<file path="src/rtl/multicycle_ctrl.sv">
// Multi-cycle RV32I-subset control FSM: fetch/decode/exec/mem/wb/trap.
// Optional perf counters enabled by defining CTRL_PERF_CNT_EN.
module multicycle_ctrl #(
  parameter int CNT_W = 32
) (
  input  logic       clk,
  input  logic       rst,
  input  logic [6:0] op,
  input  logic [2:0] fun3,
  input  logic [6:0] fun7,
  input  logic       mem_ready,
  input  logic       br_taken,
  output logic       mem_req,
  output logic       mem_we,
  output logic       ir_we,
  output logic       pc_we,
  output logic       pc_sel,
  output logic       reg_we,
  output logic       wb_sel,
  output logic       alu_src,
  output logic [3:0] alu_op,
  output logic [2:0] state,
  output logic       trap
`ifdef CTRL_PERF_CNT_EN
  ,
  output logic [CNT_W-1:0] cycle_cnt,
  output logic [CNT_W-1:0] instret_cnt
`endif
);

  typedef enum logic [2:0] {
    S_FETCH  = 3'd0,
    S_DECODE = 3'd1,
    S_EXEC   = 3'd2,
    S_MEM    = 3'd3,
    S_WB     = 3'd4,
    S_TRAP   = 3'd7
  } state_t;

  localparam logic [6:0] OP_R  = 7'b0110011;
  localparam logic [6:0] OP_I  = 7'b0010011;
  localparam logic [6:0] OP_LD = 7'b0000011;
  localparam logic [6:0] OP_ST = 7'b0100011;
  localparam logic [6:0] OP_BR = 7'b1100011;

  state_t r_state;
  state_t w_next;

  logic w_is_r;
  logic w_is_i;
  logic w_is_ld;
  logic w_is_st;
  logic w_is_br;
  logic w_legal;

  assign w_is_r  = (op == OP_R);
  assign w_is_i  = (op == OP_I);
  assign w_is_ld = (op == OP_LD);
  assign w_is_st = (op == OP_ST);
  assign w_is_br = (op == OP_BR);
  assign w_legal = w_is_r | w_is_i | w_is_ld
                 | w_is_st | w_is_br;

  always_ff @(posedge clk) begin
    if (rst) r_state <= S_FETCH;
    else     r_state <= w_next;
  end

  always_comb begin
    w_next  = r_state;
    mem_req = 1'b0;
    mem_we  = 1'b0;
    ir_we   = 1'b0;
    pc_we   = 1'b0;
    pc_sel  = 1'b0;
    reg_we  = 1'b0;
    wb_sel  = 1'b0;
    alu_src = 1'b0;
    alu_op  = 4'b0000;
    trap    = 1'b0;
    state   = 3'd0;
    // Reset cycle drops every output, abandoning any open request.
    if (!rst) begin
      state = r_state;
      case (r_state)
        S_FETCH: begin
          mem_req = 1'b1;
          if (mem_ready) begin
            ir_we  = 1'b1;
            pc_we  = 1'b1;
            w_next = S_DECODE;
          end
        end
        S_DECODE: begin
          w_next = w_legal ? S_EXEC : S_TRAP;
        end
        S_EXEC: begin
          unique case (1'b1)
            w_is_r: begin
              alu_op = {fun7[5], fun3};
              w_next = S_WB;
            end
            w_is_i: begin
              alu_src = 1'b1;
              alu_op  = {(fun3 == 3'b101) & fun7[5], fun3};
              w_next  = S_WB;
            end
            w_is_ld, w_is_st: begin
              alu_src = 1'b1;
              w_next  = S_MEM;
            end
            w_is_br: begin
              alu_op = {1'b1, fun3};
              pc_we  = br_taken;
              pc_sel = br_taken;
              w_next = S_FETCH;
            end
            default: w_next = S_TRAP;
          endcase
        end
        S_MEM: begin
          mem_req = 1'b1;
          mem_we  = w_is_st;
          if (mem_ready)
            w_next = w_is_ld ? S_WB : S_FETCH;
        end
        S_WB: begin
          reg_we = 1'b1;
          wb_sel = w_is_ld;
          w_next = S_FETCH;
        end
        S_TRAP: begin
          trap = 1'b1;
        end
        default: w_next = S_TRAP;
      endcase
    end
  end

  logic w_unused;

`ifdef CTRL_PERF_CNT_EN
  logic [CNT_W-1:0] r_cyc;
  logic [CNT_W-1:0] r_ret;
  logic             w_retire;

  // Last cycle of an instruction: WB, store completion, any branch.
  assign w_retire = (r_state == S_WB)
                  | ((r_state == S_MEM) & w_is_st & mem_ready)
                  | ((r_state == S_EXEC) & w_is_br);

  always_ff @(posedge clk) begin
    if (rst) begin
      r_cyc <= '0;
      r_ret <= '0;
    end else begin
      r_cyc <= r_cyc + CNT_W'(1);
      if (w_retire) r_ret <= r_ret + CNT_W'(1);
    end
  end

  assign cycle_cnt   = r_cyc;
  assign instret_cnt = r_ret;
  assign w_unused    = ^{fun7[6], fun7[4:0]};
`else
  assign w_unused    = ^{fun7[6], fun7[4:0], CNT_W[0]};
`endif

endmodule

</file>
<file path="config.mk">
export PLATFORM = sky130hd
export DESIGN_NAME = multicycle_ctrl
export DESIGN_NICKNAME = d
export VERILOG_FILES = /design/src/rtl/multicycle_ctrl.sv
export SDC_FILE = /design/constraint.sdc
export NUM_CORES = 1
export LEC_CHECK = 0
export CAP_MARGIN = 15
export CORE_MARGIN = 2
export CORE_UTILIZATION = 31
export CTS_BUF_LIST = sky130_fd_sc_hd__clkbuf_8
export DETAILED_ROUTE_END_ITERATION = 6
export HOLD_SLACK_MARGIN = 0.05
export PLACE_DENSITY = 0.84
export SLEW_MARGIN = 0
export SYNTH_ARGS = -nofsm -noshare
export SYNTH_HDL_FRONTEND = slang
export SYNTH_SLANG_ARGS = --single-unit
</file>
<file path="constraint.sdc">
create_clock -name clk -period 1.1 [get_ports clk]
set_input_delay 0.11 -clock clk [delete_from_list [all_inputs] [get_ports clk]]
set_output_delay 0.11 -clock clk [all_outputs]
set_load 0.05 [all_outputs]
</file>
==> reports/metrics.csv, run 1 <==
stage,metric,value,unit
synth,synthMuxAreaShare,0,
synth,syn_inst,59,
synth,synth_fa_ha_area_frac,0,
synth,synthXorXnorAreaFrac,0,
synth,synth-simple-area-share,0.652,
floorplan,rows,13,
placement,hpwl,1860,um
clock_network,htreeDepth,1,
synth,syn_nets,80,
floorplan,chipHeight,40.8,um
synth,avgSynthCellArea,7.13,um2
clock_network,cts_setup_buffers,8,
synth,ys_ff_latch,3,
clock_network,clk_path_buf_depth,2,
outcome,stop_stage,clock tree synthesis,
synth,synth_compound_gate_area_share,0.176,
synth,ys.warnings.count,0,
placement,port-buffer-count,30,
floorplan,die_w,40.8,um
clock_network,cts_resized,60,
synth,synth_top_family_by_area,simple AND/OR/NAND/NOR gates,
placement,place_congestion,0.817,
floorplan,initial_core_util,0.327,
outcome,stop_error,"[ERROR DPL-0038] Utilization greater than 100%, impossible to legalize",
clock_network,cts_hold_buf,0,
synth,synth_area,420,um2
outcome,status,stopped before the end,
clock_network,cts.sinks,3,
synth,seq_area_frac_synth,0.143,
synth,synth.distinct_cells,26,
floorplan,io_pins,37,
clock_network,cts-root-buf,clkbuf_8,
clock_network,cts_buffers,3,
==> synth_stat cells (all sizes together) <==
cell type / n / area (um2)
a211oi: 2 / 15.0
a21oi: 2 / 13.8
a311oi: 1 / 8.76
and2: 5 / 31.3
and3: 2 / 12.5
and4bb: 2 / 25.0
buf: 1 / 5.00
dfxtp: 3 / 60.1
inv: 2 / 7.51
nand2: 6 / 22.5
nand2b: 4 / 25.0
nand3: 1 / 5.00
nand4b: 3 / 26.3
nand4bb: 1 / 27.5
nor2: 7 / 26.3
nor2b: 7 / 48.8
nor3: 1 / 5.00
nor4: 2 / 12.5
o211ai: 1 / 7.51
o21ai: 3 / 15.0
o22ai: 1 / 6.26
o31ai: 1 / 7.51
or2: 1 / 6.26
==> logic make-up after synthesis <==
group                  count (synthesis)
flip-flops                             3
AND/OR/NAND/NOR                       42
buffers and inverters                  3
AO/OA/AOI/OAI                         11
==> metrics by stage <==
stage	setup TNS [ns]	setup WS [ns]	utilization	cells	instance area, um2
2_1_floorplan	-2.73	-0.361	-	59	498
3_3_place_gp	-6.87	-0.512	0.892	127	1150
3_5_place_dp	-7.66	-0.579	0.892	127	1150
==> run 2, diff against run 1 <==
--- a/config.mk
+++ b/config.mk
@@ -6,12 +6,10 @@
 export NUM_CORES = 1
 export LEC_CHECK = 0
 export CAP_MARGIN = 15
-export CORE_MARGIN = 2
-export CORE_UTILIZATION = 31
-export CTS_BUF_LIST = sky130_fd_sc_hd__clkbuf_8
+export CORE_AREA = 2 2 63 65
 export DETAILED_ROUTE_END_ITERATION = 6
-export HOLD_SLACK_MARGIN = 0.05
-export PLACE_DENSITY = 0.84
+export DIE_AREA = 0 0 65 67
+export PLACE_DENSITY_LB_ADDON = 0.15
 export SLEW_MARGIN = 0
 export SYNTH_ARGS = -nofsm -noshare
 export SYNTH_HDL_FRONTEND = slang
==> run 2 against run 1 <==
Effect of this change:
- the flow now finishes, with violations (setup timing)
- synthesized area did not move
- synthesized cell count unchanged
==> reports/metrics.csv, run 2 <==
stage,metric,value,unit,change
detailed_routing,firstDrtPassIters,4,,
critical_path,path_depth,4,,
synth,synth_top_area_frac,0.143,,unchanged
critical_path,regToRegStartpoint,r_state[1],,
detailed_routing,drtAntennaViolNets,0,,
sta,rsz0062_at_grt,yes,,
clock_network,clk_pin_slew,0.03,ns,
outcome,status,finished with violations,,
power_and_ir_drop,leakagePower,0.630,nW,
sta,slew_headroom,0.798,,
detailed_routing,vias_per_cell,3.94,,
critical_path,ff2ff_path_depth,6,,
power_and_ir_drop,pwr-share-comb,0.622,,
synth,avgSynthCellArea,7.13,um2,unchanged
power_and_ir_drop,p_sw,0.000453,W,
critical_path,cp-end-kind,output port,,
placement,port-buffer-count,30,,unchanged
min_path,hold-path-cell-count,3,,
finish,final_cells,178,,
floorplan,initial_core_util,0.117,,-0.211
floorplan,dieArea,4360,um2,
finish,top_regs,r_state (3),,
finish,final_cell_mix,"21 x buf_4, 17 x buf_6, 16 x buf_12",,
sta,max_freq,683,MHz,
detailed_routing,avgRoutedWirePerCell,11.1,um,
detailed_routing,drc,0,,
placement,place_ws,-0.586,ns,-0.00696 ns
outcome,violations,setup timing,,
clock_network,clk_latency,0.22,ns,
synth,ys.warnings.count,0,,unchanged
synth,syn_inst,59,,unchanged
sta,post-route-period-util,1.33,,
sta,setup_slack,-0.363,ns,
power_and_ir_drop,swShare,0.353,,
power_and_ir_drop,sequentialPowerShare,0.126,,
finish,n_fill_cell,345,,
grt,antenna_found_initial,0,,
placement,dpl.cell_count,163,,+28%
finish,final_common_cell,buf_4,,
critical_path,cp_cell_sequence,"nand4b_1, buf_4, a211oi_4, buf_12",,
sta,finalSetupViolCount,19,,
critical_path,required,0.99,ns,
power_and_ir_drop,cellPowerDensity,843,nW/um2,
sta,tightest_slew,0.304,ns,
grt,grt_max_degree,8,,
finish,nets,152,,
synth,synth_ff_type,dfxtp_1,,
critical_path,path_max_fanout,4,,
placement,place_congestion,0.768,,-6.0%
critical_path,critPathArrivalTime,1.35,ns,
synth,seq_area_frac_synth,0.143,,unchanged
clock_network,cts_hold_buf,0,,unchanged
synth,synth_area,420,um2,unchanged
finish,diodes,0,,
clock_network,clk_path_buf_depth,2,,unchanged
grt,grt_pass1_vias,707,,
sta,hold_violations,0,,
synth,syn_nets,80,,unchanged
min_path,hold_class,in -> reg,,
detailed_routing,first_iter_violations,8,,
synth,synthTopCellsByArea,"dfxtp_1 14%, and2_1 7.4%, nor2b_1 7.4%, nand4bb_4 6.5%, nor2_1 6.3%",,
floorplan,chipHeight,67,um,+64%
power_and_ir_drop,clkPwrFrac,0.252,,
finish,area_growth,262,%,
floorplan,die_w,65,um,+59%
synth,synth_common_cells,"7 x nor2_1, 6 x nand2_1, 5 x and2_1, 5 x nor2b_1, 4 x nand2b_1",,
sta,period_needed,1.46,ns,
critical_path,crit_family,buffers and inverters,,
synth,ys_async_sr_fraction,0,,unchanged
power_and_ir_drop,vdd_ir_drop_max,0.323,mV,
floorplan,core,3610,um2,
critical_path,cp_slowest_cell,dfxtp_4,,
critical_path,crit_buf_inv,2,,
floorplan,io_pins,37,,unchanged
sta,slew_violations,0,,
sta,fin_skew,0.00239,ns,
sta,fin_tns_setup,-4.17,ns,
clock_network,htreeDepth,1,,unchanged
finish,fin_util,0.422,,
critical_path,startpoint_type,flip-flop,,
critical_path,slowest_delay,0.35,ns,
power_and_ir_drop,p_int,0.000830,W,
detailed_routing,totalWireLength,1980,um,
placement,hpwl,1480,um,-21%
grt,grt_overflow,0,,
critical_path,r2r-end,r_state[2],,
clock_network,cts-root-buf,clkbuf_8,,
clock_network,cts.sinks,3,,unchanged
clock_network,cts_tree,yes,,
critical_path,endpoint,alu_src,,
critical_path,rrSetupSlack,-0.12,ns,
grt,grt_pass1_wl,3130,um,
synth,ys_ff_latch,3,,unchanged
finish,drive_gt1_frac,0.731,,
synth,synth.most_common_cell,nor2_1,,
synth,synth.distinct_cells,26,,unchanged
synth,synth-edff-count,0,,unchanged
clock_network,cts_buffers,3,,unchanged
grt,track_usage,0.0912,,
synth,yosys.area.top_type,dfxtp_1,,
finish,largest_reg_flops,3,,
flow_run,drv_cap,0,,
finish,regMostFlops,r_state,,
floorplan,rows,22,,+9
critical_path,worst-setup-path-type,reg -> out,,
detailed_routing,vias,702,,
power_and_ir_drop,total_power,0.00128,W,
critical_path,crit_start,r_state[0],,
run 2: cell counts after synthesis:
No cell type changed its count.
run 2: through the flow:
stage	hold slack [ns]	instance area, um2
after detailed placement	0.609	1210
after CTS	0.447	1440
after floorplan	0.175	498
after global placement	0.607	1210
after global routing	0.470	1520
final	0.446	1520
run 2: worst min path at each step:
| stage | start | end | slack [ns] |
|---|---|---|---|
| after floorplan | rst | r_state[1] | 0.17 |
| after global placement | r_state[2] | r_state[1] | 0.61 |
| after detailed placement | r_state[2] | r_state[1] | 0.61 |
| after CTS | rst | r_state[1] | 0.45 |
| after global routing | rst | r_state[1] | 0.47 |
| final | rst | r_state[1] | 0.45 |
run 2: kinds of logic after synthesis:
family | after synthesis | synth area share
flip-flops | 3 | 0.143
AND/OR/NAND/NOR | 42 | 0.652
buffers and inverters | 3 | 0.0298
AO/OA/AOI/OAI | 11 | 0.176
run 2: per-layer routing:
layer	GRT usage	wire length, um	vias to the layer above
li1	-	-	357
met1	0.110	834	323
met2	0.160	1060	18
met3	0.0135	47	4
met4	0.0399	34	0
met5	0	0	-
run 2: power by group through the flow:
stage | Sequential [W] | Clock [W] | Combinational [W]
global route | 0.000165 | 0.000339 | 0.000843
CTS | 0.000159 | 0.000328 | 0.000726
finish | 0.000162 | 0.000323 | 0.000798
floorplan | 0.000153 | 0 | 0.000252
global placement | 0.000156 | 0 | 0.000584
detailed placement | 0.000155 | 0 | 0.000584
run 2: what timing repair did:
action	CTS	global route
setup buffers	7	7
gates resized for setup	49	16
setup endpoints to repair	19	19
pin swaps	14	14
run 2: layout make-up:
class                      instances  area, um2  share of cell area
inverter                           2       7.51             0.00493
sequential                         3       68.8              0.0452
multi-input combinational         53        533               0.350
timing repair buffer              68        807               0.530
clock buffer                       4       45.0              0.0296
tap                               48       60.1              0.0395
run 2: worst min-delay path, cell delays in order:
cell and delay (ns):
dlygate4sd2_1 0.26, buf_4 0.20, a311oi_2 0.05
Note: power is estimated with default switching activity, not from simulation.
